<file path="config.mk">
export PLATFORM = sky130hd
export DESIGN_NAME = fifo_ram_ctrl
export DESIGN_NICKNAME = d
export VERILOG_FILES = /design/src/rtl/fifo_ram_ctrl.sv
export SDC_FILE = /design/constraint.sdc
export NUM_CORES = 1
export LEC_CHECK = 0
export ABC_CLOCK_PERIOD_IN_PS = 1700
export BUFFER_PORTS_ARGS = -buffer_cell sky130_fd_sc_hd__buf_2
export CAP_MARGIN = 25
export CORE_MARGIN = 4
export CORE_UTILIZATION = 54
export CTS_BUF_LIST = sky130_fd_sc_hd__clkbuf_4 sky130_fd_sc_hd__clkbuf_8 sky130_fd_sc_hd__clkbuf_16
export DETAILED_ROUTE_END_ITERATION = 10
export PLACE_DENSITY = 0.75
export SLEW_MARGIN = 20
export SYNTH_ARGS = -nofsm -noshare
export SYNTH_HDL_FRONTEND = slang
export SYNTH_SLANG_ARGS = --single-unit
</file>
<file path="constraint.sdc">
create_clock -name clk -period 1.7 [get_ports clk]
set_input_delay 0.255 -clock clk [delete_from_list [all_inputs] [get_ports clk]]
set_output_delay 0.255 -clock clk [all_outputs]
set_load 0.01 [all_outputs]
</file>
<file path="src/rtl/fifo_ram_ctrl.sv">
// Synchronous FIFO over an internal DEPTH x DATA_W array, all outputs registered.
// Define FIFO_STICKY_ERR_EN to make over_flow/under_flow sticky until err_clr.
module fifo_ram_ctrl #(
    parameter int unsigned DATA_W = 8,
    parameter int unsigned ADDR_W = 4,
    parameter int unsigned AF_LVL = (2 ** ADDR_W) - 2,
    parameter int unsigned AE_LVL = 2
) (
    input  logic              clk,
    input  logic              rst_n,
    input  logic              wrt_sig,
    input  logic [DATA_W-1:0] din,
    input  logic              rd_sig,
    input  logic              err_clr,
    output logic [DATA_W-1:0] dout,
    output logic              rd_valid,
    output logic [ADDR_W:0]   count,
    output logic              full_sig,
    output logic              empty_sig,
    output logic              almost_full,
    output logic              almost_empty,
    output logic              over_flow,
    output logic              under_flow
);
    localparam int unsigned DEPTH = 2 ** ADDR_W;
    localparam logic [ADDR_W:0] DEPTH_C = (ADDR_W + 1)'(DEPTH);
    localparam logic [ADDR_W:0] AF_C    = (ADDR_W + 1)'(AF_LVL);
    localparam logic [ADDR_W:0] AE_C    = (ADDR_W + 1)'(AE_LVL);

    logic [DATA_W-1:0] mem [DEPTH];
    logic [ADDR_W:0]   wrt_ptr;
    logic [ADDR_W:0]   rd_ptr;
    logic [ADDR_W:0]   count_next;
    logic              wr_acc;
    logic              rd_acc;
    logic              wr_rej;
    logic              rd_rej;

    // Acceptance looks only at registered flags, never at the opposite request.
    always_comb begin
        wr_acc     = wrt_sig & ~full_sig;
        rd_acc     = rd_sig & ~empty_sig;
        wr_rej     = wrt_sig & full_sig;
        rd_rej     = rd_sig & empty_sig;
        count_next = count;
        if (wr_acc && !rd_acc)
            count_next = count + 1'b1;
        else if (rd_acc && !wr_acc)
            count_next = count - 1'b1;
    end

    always_ff @(posedge clk) begin
        if (wr_acc)
            mem[wrt_ptr[ADDR_W-1:0]] <= din;
    end

`ifndef FIFO_STICKY_ERR_EN
    logic unused_err_clr;
    assign unused_err_clr = err_clr;
`endif

    always_ff @(posedge clk or negedge rst_n) begin
        if (!rst_n) begin
            wrt_ptr      <= '0;
            rd_ptr       <= '0;
            count        <= '0;
            full_sig     <= 1'b0;
            empty_sig    <= 1'b1;
            almost_full  <= 1'b0;
            almost_empty <= 1'b1;
            dout         <= '0;
            rd_valid     <= 1'b0;
            over_flow    <= 1'b0;
            under_flow   <= 1'b0;
        end else begin
            if (wr_acc)
                wrt_ptr <= wrt_ptr + 1'b1;
            if (rd_acc) begin
                rd_ptr <= rd_ptr + 1'b1;
                dout   <= mem[rd_ptr[ADDR_W-1:0]];
            end
            rd_valid     <= rd_acc;
            count        <= count_next;
            full_sig     <= (count_next == DEPTH_C);
            empty_sig    <= (count_next == '0);
            almost_full  <= (count_next >= AF_C);
            almost_empty <= (count_next <= AE_C);
`ifdef FIFO_STICKY_ERR_EN
            over_flow    <= wr_rej | (over_flow & ~err_clr);
            under_flow   <= rd_rej | (under_flow & ~err_clr);
`else
            over_flow    <= wr_rej;
            under_flow   <= rd_rej;
`endif
        end
    end
endmodule

</file>
* Word level (Yosys, flattened, before mapping)
Memory sizes are Yosys's and may differ from the RTL's. A register that Yosys moved wholly into a read port is not among the register bits. Index checks and enable logic that the tools add are counted.
Cells by class: $add $sub $neg 4, $lt $le $gt $ge 2, equal/unequal tests 1, multiplexer cells 4, bitwise logic cells 6, reductions and logical operators 6
Operators by type and width (count):
- 5-bit by 1-bit adder with 5-bit output (second input constant) | 3
- 5-bit two-way mux | 2
- 5-bit equality test (second input constant) | 1
- 5-bit by 4-bit greater-or-equal comparator with 1-bit output (second input constant) | 1
- 5-bit by 2-bit <= comparator with 1-bit output (second input constant) | 1
- 5-bit zero test | 1
- 5-bit by 1-bit subtractor with 5-bit output (second input constant) | 1
- 1-bit bitwise AND | 4
- 1-bit zero test | 3
- 1-bit logical AND | 2
- 1-bit two-way mux | 2
- 1-bit inverter | 2
Storage, ports and cells: bits in registers 22, memory bits (writable) 128, input port bits 13, output and inout bits 20, logic and storage cells 34, memories 1
Memories:
- mem | words 16, width 8, rd ports 1, clocked after memory_dff 1, write ports 1, RTL line 30 | logic [DATA_W-1:0] mem [DEPTH];

* Logic depth before layout (Yosys ltp)
Gate-level depths: netlist of the first run.
word-level depth 7, depth in mapped cells 7, gate-level depth less buffers 7

* Least setup slack after synthesis of the first run
Ideal clock, no wire load.
path type register to register, start point register empty_sig, end point register almost_empty, library setup time 0.105 ns, arrival 1.679 ns, required time 1.595 ns, path slack -0.084 ns, cell stages (with the launch flop) 8, path buffers 0, clock period less this slack 1.784 ns, cells stage by stage dfstp_2 nand2b_1 clkinv_1 nand3_1 o22ai_1 xnor2_1 inv_1 a2111oi_2
Between the ends: cells in the longest elaborated chain, start to end 6, elaborated cells between the ends (all ways) 8, those cells by class 1 x order compare; 2 x mux; 2 x bitwise; 3 x reduce/logical
RTL lines:
- from (decl) | RTL line 19 | output logic empty_sig,
- from (signal assigned) | RTL line 85 | empty_sig <= (count_next == '0);
- 1-bit inverter (*) | RTL line 42 | rd_acc = rd_sig & ~empty_sig;
- 1-bit bitwise AND (*) | RTL line 42
- 1-bit logical AND / 1-bit zero test (equally long branches) | RTL line 48, 46
- 5-bit two-way mux / 1-bit logical AND (equally long branches) | RTL line 48, 46
- 5-bit two-way mux (*) | RTL line 46 | if (wr_acc && !rd_acc)
- via count_next[4] | RTL line 33 | logic [ADDR_W:0] count_next;
- 5-bit by 2-bit <= comparator with 1-bit output (*) | RTL line 87 | almost_empty <= (count_next <= AE_C);
- to (signal assigned) | RTL line 87
- to (decl) | RTL line 21 | output logic almost_empty,
Mark *: on every way through the listed nets, which the timed path passes. The rest lies on a longest branch. A chain may end at the register's enable or synchronous reset.

==> results of run 1 <==
==> final cells by class <==
cell class,instances,area share
flip-flops and latches,156,0.578
multi-input cells,168,0.232
repair buffers,73,0.0939
clock buffers,18,0.0550
well taps,143,0.0227
clock inverters,14,0.0154
inverters,6,0.00302
==> cells in the mapped netlist, types with 2 or more instances <==
library cell | instances | area share
edfxtp_1 | 128 | 0.61
dfrtp_1 | 26 | 0.10
and2_1 | 18 | 0.018
nand2_1 | 16 | 0.0095
mux4_1 | 14 | 0.058
mux4_2 | 13 | 0.046
a21oi_1 | 11 | 0.0087
nor2_1 | 11 | 0.0066
nor2b_1 | 10 | 0.0099
mux2i_1 | 9 | 0.014
mux2_2 | 8 | 0.014
xnor2_1 | 8 | 0.011
ha_1 | 7 | 0.014
buf_2 | 6 | 0.0048
o21ai_0 | 6 | 0.0048
a2111oi_0 | 5 | 0.0070
inv_1 | 5 | 0.0030
nand3_1 | 5 | 0.0040
a211oi_1 | 4 | 0.0048
clkbuf_1 | 4 | 0.0024
nand2b_1 | 3 | 0.0030
nor4_1 | 3 | 0.0030
buf_4 | 2 | 0.0024
buf_6 | 2 | 0.0036
dfstp_2 | 2 | 0.0083
nand4_1 | 2 | 0.0020
o22ai_1 | 2 | 0.0020
xor2_1 | 2 | 0.0028
==> final timing paths <==
kind,cells past startpoint,endpoint
setup / recovery,6,dout[1]
hold / removal,2,under_flow
setup reg to reg,6,dout[1]
hold reg to reg,1,dout[1]
max in group asynchronous,2,rd_ptr[1]
min in group asynchronous,2,count[3]
==> what timing repair did <==
item	in CTS	in global routing
hold buffers	1	0
endpoints found under the hold margin	26	0
resized for setup	20	47
setup buffers	2	2
pin swaps	2	10
gates cloned	0	1
endpoints found under the setup margin	108	141
==> logic make-up (layout without fill, tap and decap cells) <==
family | count (synthesis) | in the layout | share of synthesized area
muxes | 44 | 44 | 0.133
DFF | 156 | 156 | 0.722
and+or+nand+nor | 73 | 73 | 0.0608
AOI/OAI and AO/OA | 34 | 34 | 0.0362
buffers and inverters | 21 | 111 | 0.0199
adders and majority gates | 7 | 7 | 0.0139
xor gates and xnor gates | 10 | 10 | 0.0139
==> metal layers <==
metal  track usage  wire length [um]  vias up
li1              -                 -     1501
met1         0.244              4920     1661
met2         0.309              6150       81
met3        0.0616               580       20
met4        0.0758               234        0
met5             0                 0        -
==> flip-flops by register name, indices dropped and copies added (netlist names) <==
signal / cells
dout: 8
rd_ptr: 4
under_flow: 1
full_sig: 1
count: 5
empty_sig: 1
almost_full: 1
over_flow: 1
rd_valid: 1
almost_empty: 1
wrt_ptr: 4
mem: 128
==> power groups by stage <==
stage | logic [W] | registers (W) | clock network [W]
2_1_floorplan | 0.00263 | 0.00518 | 0
3_3_place_gp | 0.00401 | 0.00515 | 0
3_5_place_dp | 0.00410 | 0.00519 | 0
4_1_cts | 0.00429 | 0.00514 | 0.00355
5_1_grt | 0.00513 | 0.00528 | 0.00375
6_report | 0.00473 | 0.00521 | 0.00349
==> worst max-delay path: stages (launching register included) <==
cell	delay [ps]
dfrtp_2	500
buf_12	170
mux4_2	510
mux2_4	300
nand2_2	70
o311ai_2	90
o21a_1	120
==> through the flow <==
| stage | hold slack, ps | TNS [ps] | power [W] | area (um2) |
|---|---|---|---|---|
| 2_1_floorplan | -40.6 | -126 | 0.00781 | 6330 |
| 3_3_place_gp | 296 | -977 | 0.00916 | 7080 |
| 3_5_place_dp | 307 | -4080 | 0.00929 | 7080 |
| 4_1_cts | 84.3 | -1010 | 0.0130 | 7720 |
| 5_1_grt | 79.1 | -4590 | 0.0142 | 7870 |
| 6_report | 94.5 | -1060 | 0.0134 | 7870 |
==> run_results.csv, run 1 <==
group,metric,value,unit
finish,antennaDiodeCount,0,
finish,fin_util,0.690,
critical_path,r2r_slack,-160,ps
timing,relSlewSlack,0.580,
critical_path,critPathMaxFanout,6,
detailed_routing,vias_per_cell,5.65,
clock_tree,cts.clk_slew.worst_paths,60,ps
global_route,overflow,0,
job,maxCapViolations,0,
power_and_ir_drop,clkPwrFrac,0.260,
detailed_routing,wl,11900,um
power_and_ir_drop,p_comb_frac,0.352,
finish,final_cells,578,
critical_path,worst_ep_arrival_time,2180,ps
floorplan,num_rows,39,
min_path,hp-class,"input port to flip-flop",
outcome,status,"complete, but fails checks",
power_and_ir_drop,p_int,0.00922,W
finish,layout_commonest_cell,"edfxtp_1",
floorplan,dieArea,13500,um2
timing,min_period,1860,ps
finish,syn2layout_area_growth,25.0,%
finish,multi_input_area,1830,um2
logic_synthesis,synth_edf_count,128,
timing,fmax,537,MHz
global_route,grt_pass1_wl,18600,um
logic_synthesis,synth_area,6300,um2
critical_path,cp-end-kind,"flip-flop",
floorplan,core,11400,um2
logic_synthesis,yosysWarnings,0,
power_and_ir_drop,p_sw_frac,0.313,
critical_path,crit_path_start_kind,"flip-flop",
detailed_routing,drtIter0Drc,289,
logic_synthesis,yosys_register_bits,156,
timing,clock_skew,7.91,ps
global_route,grt_pass1_vias,3469,
power_and_ir_drop,switchingPower,0.00421,W
clock_tree,clk_root_buffer_cell,"clkbuf_16",
floorplan,ios,33,
placement,place_congestion,0.777,
detailed_routing,routedWlPerCell,20.6,um
power_and_ir_drop,powerDensity,1710,nW/um2
logic_synthesis,synth_flop_cell,"edfxtp_1",
timing,tightest_slew,630,ps
placement,hpwlAfterDp,7580,um
min_path,hold_start,"rd_sig",
logic_synthesis,syn_avg_cell_area,18.3,um2
finish,layout.nets,442,
detailed_routing,first_pass_iters,4,
logic_synthesis,synthArstFlopShare,0.179,
placement,placed_cells,543,
placement,preCtsSetupSlack,-232,ps
finish,area.sequential,4550,um2
outcome,violations,"negative setup slack",
placement,portBuffers,31,
timing,finalWorstSetupSlack,-163,ps
timing,finalCritPeriodShare,1.10,
timing,final_max_slew_viol_count,0,
detailed_routing,ant_nets,0,
timing,setup_viol,9,
floorplan,start_util,0.552,
clock_tree,cts_tree,"done",
critical_path,r2r-start,"rd_ptr[1]",
floorplan,die_y,116,um
critical_path,critPathLaunch,"rd_ptr[1]",
floorplan,die_width,116,um
finish,n_fill_cell,718,
global_route,grt_start_max_net_pins,31,
power_and_ir_drop,leakage,2.80,nW
clock_tree,ctsHtreeMaxLevel,4,
power_and_ir_drop,seqPwrFrac,0.388,
finish,drive_gt1_frac,0.414,
logic_synthesis,ys_types,41,
timing,grt_setup_unrepaired,"yes",
power_and_ir_drop,ir_drop,1.54,mV
logic_synthesis,synth_nets,365,
critical_path,critPathRequiredTime,2010,ps
critical_path,crit_type,"flip-flop to flip-flop",
global_route,antenna_found_initial,0,
timing,hold_viol,0,
logic_synthesis,syn_inst,345,
clock_tree,clock_latency,420,ps
global_route,track_usage,0.192,
clock_tree,cts_buffer_depth,2,
finish,layout_common_cells,"edfxtp_1, buf_2, mux4_2, dfrtp_1, buf_12",
clock_tree,cts_sinks,156,
clock_tree,cts_made_buffers,17,
detailed_routing,drc_errors,0,
logic_synthesis,ys_seq_area_frac,0.722,
detailed_routing,via_count,3263,
No activity file was read; power rests on OpenSTA's default activity.
==> run 2: changes to the inputs <==
==> constraint.sdc (replaced) <==
create_clock -name clk -period 1.7 [get_ports clk]
set_input_delay 0 -clock clk [delete_from_list [all_inputs] [get_ports clk]]
set_output_delay 0 -clock clk [all_outputs]
set_load 0.01 [all_outputs]
==> run 2 against run 1 <==
The run still ends with negative setup slack left. Sequential power about the same. Wire length up 17%. Fmax up 1.3%.
==> run_results.csv, run 2 (synthesis results as in run 1) <==
group,metric,value,unit
outcome,status,"complete, but fails checks",
outcome,violations,"negative setup slack",
critical_path,cpPeakStageDelay,550,ps
timing,min_period,1840,ps
clock_tree,clock_latency,430,ps
critical_path,crit_chain,"buf_4 > buf_12 > mux4_2 > mux2i_2 > o311ai_2 > o21a_1",
clock_tree,cts.clk_slew.worst_paths,60,ps
timing,final_max_slew_viol_count,0,
critical_path,r2r_cells,6,
floorplan,core,11400,um2
placement,hpwlAfterDp,7950,um
critical_path,critPathMaxFanout,13,
global_route,grt_pass1_vias,3752,
detailed_routing,first_pass_iters,6,
timing,setup_viol,10,
global_route,grt_start_max_net_pins,29,
finish,layout.nets,460,
power_and_ir_drop,p_int,0.00966,W
global_route,antenna_found_initial,0,
detailed_routing,drtIter0Drc,434,
clock_tree,ctsHtreeMaxLevel,4,
finish,antennaDiodeCount,0,
critical_path,r2r_end,"dout[1]",
detailed_routing,routedWlPerCell,23.3,um
min_path,hp-class,"input port to async pin",
detailed_routing,drc_errors,0,
power_and_ir_drop,switchingPower,0.00468,W
power_and_ir_drop,p_sw_frac,0.326,
critical_path,critPathLaunch,"rd_ptr[1]",
floorplan,dieArea,13500,um2
finish,syn2layout_area_growth,29.3,%
timing,relSlewSlack,0.507,
power_and_ir_drop,clkPwrFrac,0.268,
timing,clock_skew,9.79,ps
power_and_ir_drop,powerDensity,1760,nW/um2
power_and_ir_drop,p_comb_frac,0.368,
critical_path,cp-end-kind,"flip-flop",
timing,tightest_slew,740,ps
detailed_routing,ant_nets,0,
timing,finalWorstSetupSlack,-138,ps
power_and_ir_drop,seqPwrFrac,0.364,
timing,setup-tns-final,-773,ps
floorplan,die_y,116,um
clock_tree,cts_sinks,156,
timing,finalCritPeriodShare,1.08,
finish,layout_common_cells,"edfxtp_1, buf_2, mux4_2, buf_4, dfrtp_1",
floorplan,start_util,0.552,
finish,fin_util,0.713,
critical_path,crit_path_start_kind,"flip-flop",
detailed_routing,vias_per_cell,5.87,
job,maxCapViolations,0,
detailed_routing,wl,13900,um
critical_path,crit_slowest_cell,"mux4_2",
placement,portBuffers,31,
clock_tree,clk_root_buffer_cell,"clkbuf_16",
finish,layout_commonest_cell,"edfxtp_1",
global_route,track_usage,0.220,
critical_path,r2r_slack,-140,ps
floorplan,die_width,116,um
critical_path,cp-endpoint,"dout[1]",
power_and_ir_drop,leakage,2.92,nW
clock_tree,cts_buffer_depth,2,
power_and_ir_drop,ir_drop,1.51,mV
clock_tree,cts_made_buffers,17,
clock_tree,cts_tree,"done",
finish,drive_gt1_frac,0.437,
timing,fmax,544,MHz
critical_path,critPathRequiredTime,2010,ps
power_and_ir_drop,finalPower,0.0143,W
finish,stdcell_area,8150,um2
placement,placed_area,7070,um2
timing,hold_viol,0,
critical_path,crit_type,"flip-flop to flip-flop",
global_route,grt_pass1_wl,21400,um
global_route,overflow,0,
detailed_routing,via_count,3496,
finish,largest_reg_flops,128,
placement,place_congestion,0.837,
floorplan,num_rows,39,
critical_path,r2r-start,"rd_ptr[1]",
floorplan,ios,33,
critical_path,worst_ep_arrival_time,2150,ps
timing,grt_setup_unrepaired,"yes",
[run 2: cell count changes in the layout (fill, tap and decap cells not counted), sizes merged]
cell | before | now
dlygate4sd3 | 1 | 11
inv | 8 | 13
clkbuf | 19 | 17
clkinv | 8 | 6
clkinvlp | 3 | 0
bufinv | 1 | 2
buf | 71 | 80
[run 2: layout make-up]
class / instances / area (um2)
Clock buffer: 17 / 425
Clock inverter: 15 / 178
Fill cell: 654 / 3270
Inverter: 6 / 27.5
Multi-Input combinational cell: 168 / 1880
Sequential cell: 156 / 4550
Tap cell: 143 / 179
Timing Repair Buffer: 91 / 902
[run 2: repair_timing]
action                                 CTS  global route
setup buffers                            6             6
endpoints found under the hold margin  156             0
setup endpoints to repair               41            88
gates cloned                             1             0
pin swaps                                9            12
hold buffers                            11             0
resized for setup                       40            45
[run 2: worst max-delay path: cells and delay by family (launching register included)]
family,cells,cell delay [ps]
compound gates,2,230
flops,1,430
mux,2,780
buf+inv,2,280
[run 2: how the worst min path moves through the flow]
stage                       end   from  slack [ps]  depth (start not counted)
finish                 count[0]  rst_n         190                          2
global route          over_flow  rst_n         230                          2
CTS                     dout[6]  rst_n         180                          2
detailed placement     count[2]  rst_n          90                          1
global placement       count[2]  rst_n          70                          1
floorplan           almost_full  rst_n        -300                          0
[run 2: metrics by stage]
step,hold slack (ps),worst slack [ps],cells
after floorplan,-296,-23.1,345
after global placement,74.6,-135,542
after detailed placement,85.9,-215,542
after CTS,180,-152,592
after global routing,229,-205,596
final,192,-138,596
[run 2: routing by layer]
metal | GRT usage | vias up | wire length, um
li1 | - | 1536 | -
met1 | 0.280 | 1814 | 5560
met2 | 0.373 | 118 | 7270
met3 | 0.0543 | 28 | 737
met4 | 0.0781 | 0 | 300
met5 | 0 | - | 0
[run 2: power by group through the flow]
stage	Sequential [W]	Combinational [W]	Clock [W]
final	0.00522	0.00528	0.00384
after global routing	0.00528	0.00566	0.00406
after CTS	0.00516	0.00480	0.00388
after detailed placement	0.00519	0.00413	0
after global placement	0.00516	0.00403	0
after floorplan	0.00518	0.00263	0
==> run 3: changes to the inputs <==
--- a/config.mk
+++ b/config.mk
@@ -5,14 +5,15 @@
 export SDC_FILE = /design/constraint.sdc
 export NUM_CORES = 1
 export LEC_CHECK = 0
+export ABC_AREA = 1
 export ABC_CLOCK_PERIOD_IN_PS = 1700
 export BUFFER_PORTS_ARGS = -buffer_cell sky130_fd_sc_hd__buf_2
 export CAP_MARGIN = 25
 export CORE_MARGIN = 4
-export CORE_UTILIZATION = 54
+export CORE_UTILIZATION = 55
 export CTS_BUF_LIST = sky130_fd_sc_hd__clkbuf_4 sky130_fd_sc_hd__clkbuf_8 sky130_fd_sc_hd__clkbuf_16
 export DETAILED_ROUTE_END_ITERATION = 10
-export PLACE_DENSITY = 0.75
+export PLACE_DENSITY = 0.79
 export SLEW_MARGIN = 20
 export SYNTH_ARGS = -nofsm -noshare
 export SYNTH_HDL_FRONTEND = slang
==> run 3 against run 2 <==
The flow now finishes without violations. Sequential share of layout area grew 2.8 points. Non-clock buffer count shrank 18. Fmax grew 11%. Cell area shrank 4.8%. Area after synthesis grew 4.4%. Critical path depth shrank 2. Flip-flop and latch count is the same. Clock power is essentially flat. Combinational power shrank 12%. Critical endpoint is now mem[13][1]. Largest cell class unchanged. Largest power group is now sequential cells.
==> run_results.csv, run 3 <==
group,metric,value,unit
outcome,status,"complete, no violations",
logic_synthesis,synth_nets,609,
power_and_ir_drop,leakage,3.18,nW
logic_synthesis,synthTopCellsByArea,"edfxtp_1, nand2_1, dfrtp_1",
detailed_routing,drtIter0Drc,479,
timing,grt_setup_unrepaired,"no",
finish,fin_util,0.671,
logic_synthesis,synth_area,6580,um2
detailed_routing,via_count,4526,
timing,tightest_slew,607,ps
clock_tree,cts_buffer_depth,2,
detailed_routing,routedWlPerCell,17.6,um
detailed_routing,vias_per_cell,5.58,
timing,hold_viol,0,
finish,drive_gt1_frac,0.180,
logic_synthesis,yosys_register_bits,156,
clock_tree,ctsHtreeMaxLevel,4,
global_route,track_usage,0.217,
detailed_routing,drc_errors,0,
power_and_ir_drop,powerDensity,1760,nW/um2
global_route,grt_pass1_wl,23100,um
timing,setup_viol,0,
finish,layout_commonest_cell,"nand2_1",
clock_tree,cts_made_buffers,17,
logic_synthesis,ys_seq_area_frac,0.691,
floorplan,die_width,117,um
logic_synthesis,yosys.area.top_type,"edfxtp_1",
global_route,grt_pass1_vias,4598,
logic_synthesis,synth_common_cells,"nand2_1, edfxtp_1, nand3_1, nor2_1, dfrtp_1",
clock_tree,clock_latency,420,ps
logic_synthesis,yosysWarnings,0,
logic_synthesis,synth_top_area_share,0.584,
clock_tree,post_cts_buffers,0,
power_and_ir_drop,finalPower,0.0136,W
finish,area.sequential,4550,um2
clock_tree,cts_sinks,156,
finish,layout.nets,675,
timing,fmax,604,MHz
critical_path,r2r_end,"mem[13][1]",
logic_synthesis,synth_flop_cell,"edfxtp_1",
global_route,antenna_found_initial,0,
finish,multi_input_area,1810,um2
global_route,overflow,0,
placement,hpwlAfterDp,8960,um
finish,n_fill_cell,781,
clock_tree,cts.clk_slew.worst_paths,60,ps
detailed_routing,ant_nets,0,
logic_synthesis,synth_edf_count,128,
placement,portBuffers,31,
timing,relSlewSlack,0.595,
critical_path,crit_type,"flip-flop to flip-flop",
critical_path,cp-end-kind,"flip-flop",
min_path,hp-class,"input port to async pin",
placement,placed_cells,768,
critical_path,critPathRequiredTime,1830,ps
timing,finalCritPeriodShare,0.974,
timing,setup-tns-final,0,ps
critical_path,worst_ep_arrival_time,1790,ps
logic_synthesis,syn_inst,589,
floorplan,dieArea,13800,um2
finish,antennaDiodeCount,0,
finish,layout_common_cells,"nand2_1, edfxtp_1, nand3_1, buf_2, buf_4",
critical_path,r2r-start,"full_sig",
floorplan,start_util,0.569,
floorplan,die_y,117,um
logic_synthesis,synthArstFlopShare,0.179,
timing,min_period,1660,ps
detailed_routing,first_pass_iters,5,
global_route,grt_start_max_net_pins,45,
critical_path,r2r_cells,4,
logic_synthesis,ys_types,28,
critical_path,crit_path_start_kind,"flip-flop",
job,maxCapViolations,0,
critical_path,critPathMaxFanout,10,
finish,syn2layout_area_growth,17.9,%
floorplan,ios,33,
critical_path,r2r_slack,40,ps
power_and_ir_drop,ir_drop,1.40,mV
logic_synthesis,syn_avg_cell_area,11.2,um2
logic_synthesis,yosysMostFrequentCell,"nand2_1",
detailed_routing,wl,14300,um
finish,largest_reg_flops,128,
placement,place_congestion,0.917,
floorplan,core,11600,um2
timing,clock_skew,6.80,ps
floorplan,num_rows,39,
finish,final_cells,811,
clock_tree,clk_root_buffer_cell,"clkbuf_16",
clock_tree,cts_tree,"done",
timing,final_max_slew_viol_count,0,
run 3: layout make-up:
| type | instances | area share |
|---|---|---|
| clock buffers | 18 | 0.0558 |
| inverters | 24 | 0.0116 |
| multi-input cells | 383 | 0.233 |
| repair buffers | 73 | 0.0674 |
| well taps | 143 | 0.0231 |
| flip-flops and latches | 156 | 0.587 |
| clock inverters | 14 | 0.0221 |
run 3: worst max-delay path by stage:
| stage | start | end | slack [ps] | cells after the start |
|---|---|---|---|---|
| detailed placement | full_sig | mem[3][6] | 150 | 4 |
| CTS | full_sig | mem[7][1] | 60 | 4 |
| global route | full_sig | mem[13][1] | 6 | 4 |
| floorplan | full_sig | mem[11][0] | 70 | 3 |
| finish | full_sig | mem[13][1] | 40 | 4 |
| global placement | full_sig | mem[15][4] | 180 | 4 |
run 3: report_power, final:
group / switching, W / internal, W / leakage (nW)
Clock: 0.00152 / 0.00232 / 0.280
Sequential: 0.000372 / 0.00475 / 1.49
Combinational: 0.00311 / 0.00154 / 1.41
run 3: metrics by stage:
| stage | setup WS [ps] | area (um2) | hold slack [ps] |
|---|---|---|---|
| floorplan | 71.7 | 6580 | -296 |
| global placement | 177 | 7040 | 37.7 |
| detailed placement | 152 | 7040 | 53.0 |
| CTS | 62.2 | 7750 | 141 |
| global route | 6.46 | 7750 | 216 |
| finish | 44.5 | 7750 | 147 |
run 3: critical path, stage by stage (launching register included):
cell and delay [ps]:
dfrtp_1 460, nor2_8 250, nand2_1 190, nor2_1 250, buf_4 210
run 3: cell families (layout without fill, tap and decap cells):
kind of cell	count (synthesis)	count (layout)	synth area share
simple gates	350	350	0.234
buf+inv	50	129	0.0337
xor+xnor	9	9	0.0131
fa+ha+maj	7	7	0.0133
compound gates	17	17	0.0148
flops	156	156	0.691
run 3: what timing repair did:
item                       CTS  global route
hold buffers                11             0
gates resized for setup      0             1
hold endpoints to repair   155             0
setup endpoints to repair    0             1
run 3: per-layer routing:
layer / vias to the layer above / part of all wire / wire length (um) / global-route usage
met1: 2174 / 0.38 / 5480 / 0.259
met2: 193 / 0.52 / 7370 / 0.380
met3: 35 / 0.073 / 1050 / 0.0496
met4: 0 / 0.028 / 400 / 0.0916
met5: - / 0 / 0 / 0
li1: 2124 / - / - / -
